$ cat src/rtl/fetch_pkg.sv
// Shared types and constants for the instruction fetch stage.
package fetch_pkg;

  // Fetch controller states.
  //   REQ  : presenting pc_in to instruction memory
  //   WAIT : one request accepted, waiting for its response
  //   DROP : a flush orphaned the outstanding request; swallow its response
  //   FULL : response parked in the skid buffer while decode is stalled
  typedef enum logic [1:0] {
    REQ  = 2'd0,
    WAIT = 2'd1,
    DROP = 2'd2,
    FULL = 2'd3
  } fetch_state_t;

  // Distance between sequential instructions.
  localparam int unsigned PC_INCR = 4;

  // Contents of an empty IF/ID slot.
  localparam logic [31:0] NOP_INSTR = 32'h0000_0000;

endpackage

$ cat src/rtl/fetch_skid_reg.sv
// One-entry holding register for a fetched {instr, pc} pair. It catches a
// memory response that arrives while decode is stalled with a full IF/ID
// slot. Clear beats load, and load beats drain.
module fetch_skid_reg #(
  parameter int ADDR_W = 32,
  parameter int DATA_W = 32
) (
  input  logic              clock,
  input  logic              reset,
  input  logic              load,
  input  logic              drain,
  input  logic              clear,
  input  logic [DATA_W-1:0] instr_d,
  input  logic [ADDR_W-1:0] pc_d,
  output logic              valid,
  output logic [DATA_W-1:0] instr,
  output logic [ADDR_W-1:0] pc
);

  // Occupancy flag: set on load, dropped on drain or clear.
  always_ff @(posedge clock or negedge reset) begin
    if (!reset) begin
      valid <= 1'b0;
    end else if (clear) begin
      valid <= 1'b0;
    end else if (load) begin
      valid <= 1'b1;
    end else if (drain) begin
      valid <= 1'b0;
    end
  end

  // Payload is captured only on load and otherwise holds.
  always_ff @(posedge clock or negedge reset) begin
    if (!reset) begin
      instr <= '0;
      pc    <= '0;
    end else if (!clear && load) begin
      instr <= instr_d;
      pc    <= pc_d;
    end
  end

endmodule

$ cat src/rtl/instruction_fetch.sv
// Fetch stage between the PC register and the IF/ID boundary.
//
// Handshake rules used on every channel of this block:
//   - A request transfers on a rising edge where valid && ready are both high.
//   - Once imem_req_valid is raised (without a flush) it stays high with a
//     stable imem_req_addr until the edge on which imem_req_ready is seen.
//   - At most one request is outstanding; imem_rsp_valid is a one-cycle pulse
//     arriving at least one cycle after acceptance and is never back-pressured.
//   - The IF/ID slot is consumed on any edge where if_valid && !id_stall.
module instruction_fetch
  import fetch_pkg::*;
#(
  parameter int ADDR_W = 32,
  parameter int DATA_W = 32
) (
  input  logic              clock,
  input  logic              reset,
  input  logic [ADDR_W-1:0] pc_in,
  output logic              pc_advance,
  output logic              imem_req_valid,
  output logic [ADDR_W-1:0] imem_req_addr,
  input  logic              imem_req_ready,
  input  logic              imem_rsp_valid,
  input  logic [DATA_W-1:0] imem_rsp_data,
  input  logic              flush,
  input  logic              id_stall,
  output logic              if_valid,
  output logic [DATA_W-1:0] if_instr,
  output logic [ADDR_W-1:0] if_pc,
  output logic [ADDR_W-1:0] if_pc_plus4,
  output logic [1:0]        fsm_state
);

  fetch_state_t      state;
  fetch_state_t      state_next;
  logic [ADDR_W-1:0] pending_pc;

  logic              req_open;
  logic              fire;
  logic              slot_load_rsp;
  logic              slot_load_skid;
  logic              skid_load;
  logic              skid_drain;
  logic              skid_valid;
  logic [DATA_W-1:0] skid_instr;
  logic [ADDR_W-1:0] skid_pc;

  // State register.
  always_ff @(posedge clock or negedge reset) begin
    if (!reset) begin
      state <= REQ;
    end else begin
      state <= state_next;
    end
  end

  // Next-state logic plus the per-state load/steer strobes.
  always_comb begin
    state_next     = state;
    req_open       = 1'b0;
    slot_load_rsp  = 1'b0;
    slot_load_skid = 1'b0;
    skid_load      = 1'b0;
    skid_drain     = 1'b0;
    case (state)
      REQ: begin
        // A flush suppresses the request so the redirected pc_in goes out
        // next cycle instead of the stale one.
        req_open = !flush;
        if (!flush && imem_req_ready) begin
          state_next = WAIT;
        end
      end
      WAIT: begin
        if (imem_rsp_valid) begin
          if (flush) begin
            state_next = REQ;
          end else if (!if_valid || !id_stall) begin
            slot_load_rsp = 1'b1;
            state_next    = REQ;
          end else begin
            skid_load  = 1'b1;
            state_next = FULL;
          end
        end else if (flush) begin
          state_next = DROP;
        end
      end
      DROP: begin
        // The orphaned response is discarded; later flushes change nothing.
        if (imem_rsp_valid) begin
          state_next = REQ;
        end
      end
      FULL: begin
        if (flush) begin
          state_next = REQ;
        end else if (!id_stall) begin
          skid_drain     = 1'b1;
          slot_load_skid = skid_valid;
          state_next     = REQ;
        end
      end
      default: begin
        state_next = REQ;
      end
    endcase
  end

  // Request channel and PC advance; both are held low while reset is active.
  always_comb begin
    imem_req_valid = req_open && reset;
    imem_req_addr  = pc_in;
    fire           = imem_req_valid && imem_req_ready;
    pc_advance     = fire;
    fsm_state      = state;
  end

  // Remember which PC the outstanding request belongs to.
  always_ff @(posedge clock or negedge reset) begin
    if (!reset) begin
      pending_pc <= '0;
    end else if (fire) begin
      pending_pc <= pc_in;
    end
  end

  fetch_skid_reg #(
    .ADDR_W (ADDR_W),
    .DATA_W (DATA_W)
  ) u_skid (
    .clock   (clock),
    .reset   (reset),
    .load    (skid_load),
    .drain   (skid_drain),
    .clear   (flush),
    .instr_d (imem_rsp_data),
    .pc_d    (pending_pc),
    .valid   (skid_valid),
    .instr   (skid_instr),
    .pc      (skid_pc)
  );

  // IF/ID slot: flush wins, then a load, then consumption empties it.
  always_ff @(posedge clock or negedge reset) begin
    if (!reset) begin
      if_valid    <= 1'b0;
      if_instr    <= DATA_W'(NOP_INSTR);
      if_pc       <= '0;
      if_pc_plus4 <= '0;
    end else if (flush) begin
      if_valid <= 1'b0;
    end else if (slot_load_rsp) begin
      if_valid    <= 1'b1;
      if_instr    <= imem_rsp_data;
      if_pc       <= pending_pc;
      if_pc_plus4 <= pending_pc + ADDR_W'(PC_INCR);
    end else if (slot_load_skid) begin
      if_valid    <= 1'b1;
      if_instr    <= skid_instr;
      if_pc       <= skid_pc;
      if_pc_plus4 <= skid_pc + ADDR_W'(PC_INCR);
    end else if (!id_stall) begin
      if_valid <= 1'b0;
    end
  end

endmodule

$ cat config.mk
export PLATFORM = sky130hd
export DESIGN_NAME = instruction_fetch
export DESIGN_NICKNAME = d
export VERILOG_FILES = /design/src/rtl/fetch_pkg.sv /design/src/rtl/fetch_skid_reg.sv /design/src/rtl/instruction_fetch.sv
export SDC_FILE = /design/constraint.sdc
export NUM_CORES = 1
export LEC_CHECK = 0
export ABC_CLOCK_PERIOD_IN_PS = 5400
export CORE_ASPECT_RATIO = 1.75
export CORE_MARGIN = 8
export CORE_UTILIZATION = 56
export CTS_CLUSTER_DIAMETER = 200
export DETAILED_ROUTE_END_ITERATION = 7
export PLACE_DENSITY = 0.86
export SKIP_CTS_REPAIR_TIMING = 1
export SLEW_MARGIN = 30
export SYNTH_ARGS = -nofsm -noshare
export SYNTH_HDL_FRONTEND = slang
export SYNTH_HIERARCHICAL = 1
export SYNTH_SLANG_ARGS = --single-unit
$ cat constraint.sdc
create_clock -name clock -period 5.4 [get_ports clock]
set_input_delay 0.54 -clock clock [delete_from_list [all_inputs] [get_ports clock]]
set_output_delay 0.54 -clock clock [all_outputs]
set_load 0.02 [all_outputs]
Word-level counts from Yosys, hierarchy flattened

Cells that the tools add are included.

Flip-flop bits (word level): 196
Bits in latches: 0
Memory bits (writable): 0
ROM bits: 0
Input port bits: 70
Output and inout bits: 133
Word-level logic and storage cells: 70
Memories: 0

Add/sub/neg operators: 2
Multiply operators: 0
Divide/modulo/power cells: 0
Order comparisons: 0
Equal/unequal tests: 8
Shift-type cells: 0
Muxes and demuxes: 37
Bitwise logic cells: 1
Reductions and logical operators: 13

Operators with widths:

| operator                                               | number |
|---|---|
| two-way mux 32 bit                                     | 6 |
| adder 32 x 3 -> 32 bit (second input constant)         | 2 |
| two-way mux 1 bit                                      | 22 |
| two-way mux 2 bit                                      | 8 |
| case mux 2 bit (4 select lines)                        | 1 |
| inequality test 3 bit (second input constant)          | 2 |
| equality test 2 bit (second input constant)            | 2 |
| logical AND 1 bit                                      | 4 |
| inequality test 2 bit (second input constant)          | 2 |
| inequality test 4 x 2 -> 1 bit (second input constant) | 1 |
| AND reduction 4 bit                                    | 1 |
| zero test 1 bit                                        | 3 |
| nonzero test 3 bit                                     | 1 |
| equality test 2 x 1 -> 1 bit (second input constant)   | 1 |
| zero test 2 bit                                        | 1 |
| AND reduction 2 bit                                    | 1 |
| nonzero test 2 bit                                     | 1 |
| logical OR 1 bit                                       | 1 |
| inverter 1 bit                                         | 1 |

Depth between registers and ports, before layout

Gate-level depths: netlist of the first run.

Depth in word-level cells: 8
Depth in mapped cells: 16
Depth with buffers taken out: 11

Cells and area by module

The synthesis of the first run kept the hierarchy.

By module, submodules not included:

| module            | instances | cells an instance | area each (µm²) | sequential area each (µm²) |
|---|---|---|---|---|
| instruction_fetch | 1         | 848               | 7164.4          | 3228.1 |
| fetch_skid_reg    | 1         | 140               | 2741.4          | 1626.6 |

Worst setup path before layout of the first run

OpenSTA, ideal clock, no wires.

Path type: flip-flop to flip-flop
From: register state[0], in the netlist fsm_state[0]
To: register if_pc_plus4[22]
Library setup time: 0.123 ns
Data arrival time: 3.127 ns
Data required time: 5.277 ns
Slack: 2.151 ns
Stages on the path, launching flop included: 17
Path buffers: 5
Period minus slack after synthesis: 3.249 ns
Cell sequence: dfrtp_1 clkbuf_8 and4bb_1 buf_6 nand2_4 buf_2 buf_2 buf_2 nand2_1 nand2_1 ha_1 and2_1 nand3_1 o32a_4 nor2_4 or4b_1 o221a_2

Longest elaborated chain between the ends: 4
Elaborated cells on any way between the ends: 7
Those cells by class: eq/ne: 2; mux: 3; reduce/logical: 2

RTL lines:

| element                                                             | line                     | RTL |
|---|---|---|
| start: declaration                                                  | instruction_fetch.sv:34  | `fetch_state_t state;` |
| start signal: assignment                                            | instruction_fetch.sv:53  | `state <= state_next;` |
| equality test 2 x 1 -> 1 bit or equality test 2 bit (tied branches) | instruction_fetch.sv:65  | `case (state)` |
| two-way mux 1 bit                                                   | instruction_fetch.sv:65  |  |
| nonzero test 2 bit (no source line)                                 | -                        |  |
| AND reduction 2 bit (no source line)                                | -                        |  |
| end signal: assignment                                              | instruction_fetch.sv:157 | `if_pc_plus4 <= pending_pc + ADDR_W'(PC_INCR);` |
| end signal: assignment                                              | instruction_fetch.sv:162 | `if_pc_plus4 <= skid_pc + ADDR_W'(PC_INCR);` |
| end: declaration                                                    | instruction_fetch.sv:30  | `output logic [ADDR_W-1:0] if_pc_plus4,` |

Parallel ways exist; a longest one is shown, timed or not.
A chain may end at the register's enable or synchronous reset.

Worst setup path in the final report of the first run

From: input flush
To: register if_pc_plus4[22]

Longest elaborated chain between the ends: 5
Elaborated cells on any way between the ends: 9
Those cells by class: mux: 6; bitwise: 1; reduce/logical: 2

RTL lines:

| element                              | line                    | RTL |
|---|---|---|
| start: declaration                   | instruction_fetch.sv:25 | `input logic flush,` |
| two-way mux 1 bit                    | instruction_fetch.sv:76 | `if (flush) begin` |
| two-way mux 1 bit                    | instruction_fetch.sv:75 | `if (imem_rsp_valid) begin` |
| two-way mux 1 bit                    | instruction_fetch.sv:65 |  |
| nonzero test 2 bit (no source line)  | -                       |  |
| AND reduction 2 bit (no source line) | -                       |  |

Parallel ways exist; a longest one is shown, timed or not.

==> flow_summary.json, run 1 <==
{
  "fraction_of_the_cycle_the_final_worst_path_needs_pct": 71.2,
  "synth_top_flop_cell": "dfrtp_1",
  "netlist_top_cells_area": "dfrtp_1 (49%), nand2_1 (9.4%), mux2_4 (9.1%), a31oi_1 (3.3%), nor2_1 (3.3%)",
  "synth_largest_area_cell": "dfrtp_1",
  "drtIter0Drc": 699,
  "synthesis_warning_total": 6,
  "mostFrequentLayoutCells": "nand2_1 (247), clkdlybuf4s50_1 (201), dfrtp_1 (194)",
  "comb_power_share_pct": 38.0,
  "asyncSetResetFlopFracSynth_pct": 100,
  "synth_largest_type_area_fraction_pct": 49.0,
  "number_of_global_route_vias_before_repair": 8283,
  "worst_r2r_endpoint": "if_pc_plus4[22]$_DFFE_PN0P_",
  "clock_tree_from_tritoncts": "built",
  "crit_chain": "clkdlybuf4s50_1 > nand4bb_4 > nor2_4 > nand2_1 > nand2_1 > ha_1 > and2_1 > nand3_1 > o32a_4 > nor2_4 > or4b_1 > o221a_2",
  "netSwitchingFraction_pct": 38.9,
  "finalWeightedCongestion": 0.950,
  "synth.cell_area_mm2": 0.00991,
  "reg2reg_depth": 11,
  "initial_utilization_pct": 57.0,
  "avgRoutedWirePerCell_um": 20.8,
  "clk_pin_slew_worst_paths_ns": 0.08,
  "placed_area_mm2": 0.0117,
  "post_synth.cell_area_avg_um2": 10.0,
  "setup_viol": 0,
  "total_switching_power_mw": 2.45,
  "peak_ir_drop_on_the_vdd_network_mv": 0.276,
  "worst-endpoint-arrival_ns": 4.16,
  "postRouteWirelength_um": 28600,
  "endpoint": "if_pc_plus4[22]$_DFFE_PN0P_",
  "crit_path_max_fanout": 20,
  "internal-power_mw": 3.84,
  "leakage_power_figure_nw": 5.33,
  "clock_tree.buffer_depth": 2,
  "postSynthNetCount": 1059,
  "worst_slew_margin_rel_pct": 40.9,
  "via_count": 8040,
  "cts_inserted_buffers": 17,
  "grt_pass1_wl_um": 44100,
  "status": "complete, no violations",
  "dieWidth_um": 117,
  "layout-drive-gt1-share_pct": 12.1,
  "cp-end-kind": "register",
  "whs_ns": 0.128,
  "clock_sink_count": 194,
  "post_drt_via_cell_ratio": 5.85,
  "final_util_pct": 70.6,
  "layout.cell_area.non_filler_mm2": 0.0123,
  "die_area_mm2": 0.0224,
  "critPathSlowestCell": "clkdlybuf4s50_1",
  "power_density_over_the_cells_mw_per_mm2": 513,
  "rsz0062_at_grt": "false",
  "cts-root-buf": "clkbuf_16",
  "ff_latch_area_mm2": 0.00485,
  "detailed_placement_hpwl_um": 20600,
  "timing.critical_path.required_ns": 5.72,
  "power_frac_clock_pct": 20.2,
  "worst_hold_path_type": "input port to asynchronous set/reset pin",
  "area_growth_syn_to_fin_pct": 23.8,
  "crit_path_start": "flush",
  "worst-slew-pin-transition_ns": 0.869,
  "design.portCount": 203,
  "worstSkewPairLatency_ns": 0.43,
  "reg2reg_from": "fsm_state[1]$_DFFE_PN0P_",
  "power.share.sequential_pct": 41.8,
  "core_area_mm2": 0.0174,
  "all_layer_gr_usage_pct": 25.6,
  "detail-route-antenna-nets": 0,
  "drv_slew": 0,
  "synth-edff-count": 0,
  "worst-r2r-setup-slack_ns": 1.77,
  "setup.worst_path.class": "input port to register",
  "synth.ff_latch_count": 194,
  "synthesis.instances": 988,
  "placementRows": 64,
  "n_fill_cell": 1292,
  "ys_seq_area_share_pct": 49.0,
  "overflow_left_after_global_routing": 0,
  "critical-path-max-stage-delay_ns": 0.57,
  "detail_route.first_pass.iterations": 5,
  "min_period_ns": 3.84,
  "numPortBuffers": 202,
  "multi_input_area_mm2": 0.00435,
  "remaining_drc_errors": 0,
  "antennaDiodeCount": 0,
  "max_cap_viols": 0,
  "number_of_distinct_library_cell_variants_in_the_gate_level_netlist_after_synthesis": 65,
  "cp-start-kind": "input port",
  "h-tree-depth": 4,
  "fmax_mhz": 260,
  "layout_commonest_cell": "nand2_1",
  "clock-skew-final_ns": 0.0165,
  "fin_tns_setup_ns": 0,
  "die_height_um": 192,
  "grt_start_max_net_pins": 86,
  "antenna_found_initial": 0,
  "nets": 1202,
  "final_hold_viol_count": 0
}
## cell usage after synthesis, types with 3 or more instances
master / instances
nand2_1: 248
dfrtp_1: 194
nor2_1: 87
mux2_4: 60
a31oi_1: 53
buf_4: 38
clkbuf_1: 26
nor3_1: 25
o21ai_0: 23
a21oi_1: 22
mux2i_1: 20
buf_2: 14
nand3_1: 14
nand4_1: 14
xor2_1: 14
xnor2_1: 13
and3_1: 9
buf_12: 8
inv_1: 8
nor4_1: 8
o21a_1: 8
o22ai_1: 8
mux2_2: 5
o211ai_1: 5
and2_1: 4
and4_1: 4
a32oi_1: 3
clkbuf_8: 3
o31ai_1: 3
## power groups by stage
stage / Sequential, mW / Clock [mW] / Combinational (mW)
CTS: 2.61 / 1.29 / 2.41
finish: 2.63 / 1.27 / 2.39
detailed placement: 2.63 / 0 / 2.40
global placement: 2.61 / 0 / 2.33
floorplan: 2.83 / 0 / 0.978
global route: 2.68 / 1.36 / 2.56
## worst max-delay path, delay by kind of cell
kind	cells	cell delay (ns)
fa+ha+maj	1	0.46
compound gates	2	0.42
buf+inv	1	0.57
simple gates	8	2.18
## final cells by class
cell class / instances / share of cell area [%]
clock inverter: 14 / 1.35
tap: 231 / 2.36
clock buffer: 18 / 3.50
inverter: 9 / 0.275
sequential: 194 / 39.6
timing repair buffer: 215 / 17.5
multi-input combinational: 694 / 35.4
## kinds of logic after synthesis
logic type	synth area share (%)
buffers and inverters	7.17
flip-flops	49.0
AO/OA/AOI/OAI	9.38
multiplexers	12.0
AND/OR/NAND/NOR	20.0
XOR/XNOR	2.39
adder cells (fa/ha/maj)	0.126
## stage by stage
step,total power [mW],setup slack [ns],cells
floorplan,3.81,2.15,988
global placement,4.94,1.28,1342
detailed placement,5.03,1.20,1343
CTS,6.31,1.63,1375
global route,6.60,1.33,1375
finish,6.29,1.56,1375
## sequential cells by signal, indices dropped and copies added, names as in the netlist
register and cells:
if_valid 1, pending_pc 32, if_instr 32, if_pc 32, u_skid/pc 32, if_pc_plus4 30, fsm_state 2, u_skid/instr 32
u_skid/valid 1
## metal layers
layer	global-route usage (%)	routed length (um)	up-vias
li1	-	-	3660
met1	28.3	10500	3918
met2	44.6	14900	376
met3	4.16	1660	86
met4	16.0	1590	0
met5	0	0	-
## how the worst min path moves through the flow
stage                                     from  cells after the start  slack (ns)                    endpoint
floorplan                                reset                      0        0.24    fsm_state[0]$_DFFE_PN0P_
global placement    if_pc_plus4[3]$_DFFE_PN0P_                      2        0.45  if_pc_plus4[3]$_DFFE_PN0P_
detailed placement  if_pc_plus4[3]$_DFFE_PN0P_                      2        0.46  if_pc_plus4[3]$_DFFE_PN0P_
CTS                                      reset                      1        0.17       if_pc[25]$_DFFE_PN0P_
global route                             reset                      1        0.18       if_pc[25]$_DFFE_PN0P_
finish                                   reset                      1        0.13       if_pc[25]$_DFFE_PN0P_
No activity file was read; power rests on OpenSTA's default activity.
==> run 2: changes to the inputs <==
ABC_CLOCK_PERIOD_IN_PS = 3700   (was 5400)
CORE_UTILIZATION = 52   (was 56)
PLACE_DENSITY = 0.81   (was 0.86)
clock period = 3.7 ns   (was 5.4 ns; I/O delays follow)
==> flow_summary.json, run 2 (synthesis gave the netlist of run 1 again) <==
{
  "grt_util_met3_pct": 4.12,
  "n_fill_cell": 1516,
  "setup.worst_path.class": "input port to register",
  "postRouteWirelength_um": 27800,
  "mostFrequentLayoutCells": "nand2_1 (247), clkdlybuf4s50_1 (201), dfrtp_1 (194)",
  "all_layer_gr_usage_pct": 23.2,
  "final_hold_viol_count": 0,
  "grt_use_met2_pct": 39.1,
  "dieWidth_um": 120,
  "initial_utilization_pct": 52.3,
  "grt_pass1_wl_um": 43500,
  "drv_slew": 0,
  "ff_latch_area_mm2": 0.00485,
  "placementRows": 67,
  "via_count": 8000,
  "die_area_mm2": 0.0239,
  "worst_slew_margin_rel_pct": 35.9,
  "numPortBuffers": 202,
  "antennaDiodeCount": 0,
  "layout_commonest_cell": "nand2_1",
  "finalWeightedCongestion": 0.956,
  "clk_pin_slew_worst_paths_ns": 0.07,
  "fmax_mhz": 348,
  "instances_no_fill": 1395,
  "overflow_left_after_global_routing": 0,
  "design.portCount": 203,
  "timing.critical_path.required_ns": 4.02,
  "core_area_mm2": 0.0189,
  "clock_tree.buffer_depth": 2,
  "peak_ir_drop_on_the_vdd_network_mv": 0.347,
  "comb_power_share_pct": 38.3,
  "die_height_um": 199,
  "min_period_ns": 2.88,
  "clock_tree_from_tritoncts": "built",
  "grt.busiest_layer": "met2",
  "worstSkewPairLatency_ns": 0.43,
  "placed_cells": 1362,
  "max_cap_viols": 0,
  "fraction_of_the_cycle_the_final_worst_path_needs_pct": 77.7,
  "grtUsageMet1_pct": 27.0,
  "worst-endpoint-arrival_ns": 3.20,
  "number_of_global_route_vias_before_repair": 8033,
  "clock_sink_count": 194,
  "avgRoutedWirePerCell_um": 19.9,
  "clock-skew-final_ns": 0.00866,
  "detail_route.first_pass.iterations": 5,
  "antenna_found_initial": 0,
  "leakage_power_figure_nw": 5.37,
  "rsz0062_at_grt": "false",
  "cts-root-buf": "clkbuf_16",
  "internal-power_mw": 5.57,
  "fin_tns_setup_ns": 0,
  "area_growth_syn_to_fin_pct": 24.9,
  "multi_input_area_mm2": 0.00434,
  "crit_path_max_fanout": 10,
  "remaining_drc_errors": 0,
  "power_total_mw": 9.08,
  "drtIter0Drc": 790,
  "setup_viol": 0,
  "nets": 1212,
  "post_drt_via_cell_ratio": 5.73,
  "worst-slew-pin-transition_ns": 0.962,
  "netSwitchingFraction_pct": 38.7,
  "grt_start_max_net_pins": 134,
  "worst_hold_path_type": "input port to asynchronous set/reset pin",
  "power.share.sequential_pct": 42.1,
  "cp-start-kind": "input port",
  "power_density_over_the_cells_mw_per_mm2": 733,
  "total_switching_power_mw": 3.51,
  "detail-route-antenna-nets": 0,
  "power_frac_clock_pct": 19.6,
  "detailed_placement_hpwl_um": 19800,
  "h-tree-depth": 4,
  "status": "complete, no violations",
  "layout-drive-gt1-share_pct": 12.7,
  "cp-end-kind": "register",
  "cts_inserted_buffers": 17
}
==> run 2: cell types whose count changed in the layout (fill, tap and decap cells not counted), moves of 2 or more <==
| cell | previous run | this run |
|---|---|---|
| buf_12 | 0 | 5 |
| buf_4 | 11 | 16 |
| clkbuf_8 | 1 | 3 |
| clkinv_4 | 2 | 4 |
| clkinvlp_4 | 0 | 2 |
| inv_8 | 4 | 1 |
==> run 2: cell type report <==
cell class | count | area share (%)
clock buffers | 19 | 3.66
multi-input cells | 694 | 35.1
inverters | 9 | 0.273
repair buffers | 225 | 18.3
clock inverters | 13 | 0.981
well taps | 241 | 2.44
flip-flops and latches | 194 | 39.2
==> run 2: worst max-delay path, stage by stage <==
cell and delay, ns:
clkdlybuf4s50_1 0.66, and4bb_1 0.27, nand2_4 0.10, nand2_1 0.08
nand2_1 0.08, ha_1 0.25, buf_4 0.19, nand2_1 0.07
o32a_4 0.38, nor2_4 0.16, or4b_1 0.44, o221a_2 0.13
==> run 2: metrics by stage <==
step / instance area [um^2] / util [%] / hold WS, ns / setup slack, ns
after global placement: 11800 / 62.2 / 0.387 / 0.465
final: 12400 / 65.3 / 0.481 / 0.824
after floorplan: 9910 / - / 0.0744 / 0.451
after detailed placement: 11800 / 62.2 / 0.387 / 0.394
after CTS: 12400 / 65.3 / -0.0802 / 0.860
after global routing: 12400 / 65.3 / 0.488 / 0.704
==> run 2: final timing paths <==
path | start | endpoint | slack (ns) | cells past startpoint
setup / recovery | flush | if_pc_plus4[22]$_DFFE_PN0P_ | 0.82 | 12
hold / removal | reset | if_pc[21]$_DFFE_PN0P_ | 0.48 | 2
setup reg to reg | fsm_state[0]$_DFFE_PN0P_ | if_pc_plus4[22]$_DFFE_PN0P_ | 0.88 | 11
hold reg to reg | if_pc_plus4[3]$_DFFE_PN0P_ | if_pc_plus4[3]$_DFFE_PN0P_ | 0.48 | 2
max in group asynchronous | reset | if_instr[30]$_DFFE_PN0P_ | 2.09 | 3
min in group clock | if_pc_plus4[3]$_DFFE_PN0P_ | if_pc_plus4[3]$_DFFE_PN0P_ | 0.48 | 2
==> run 2: power by group through the flow <==
| stage | registers (mW) | clock network [mW] | logic [mW] |
|---|---|---|---|
| after global placement | 3.81 | 0 | 3.42 |
| final | 3.82 | 1.78 | 3.48 |
| after floorplan | 4.13 | 0 | 1.43 |
| after detailed placement | 3.83 | 0 | 3.49 |
| after global routing | 3.91 | 1.90 | 3.73 |
| after CTS | 3.80 | 1.81 | 3.51 |
==> run 2: routing by layer <==
metal / wire length [um] / vias up / share of wire (%)
li1: - / 3676 / -
met2: 13900 / 344 / 50
met3: 1530 / 79 / 5.5
met4: 1460 / 0 / 5.2
met5: 0 / - / 0
met1: 10900 / 3901 / 39
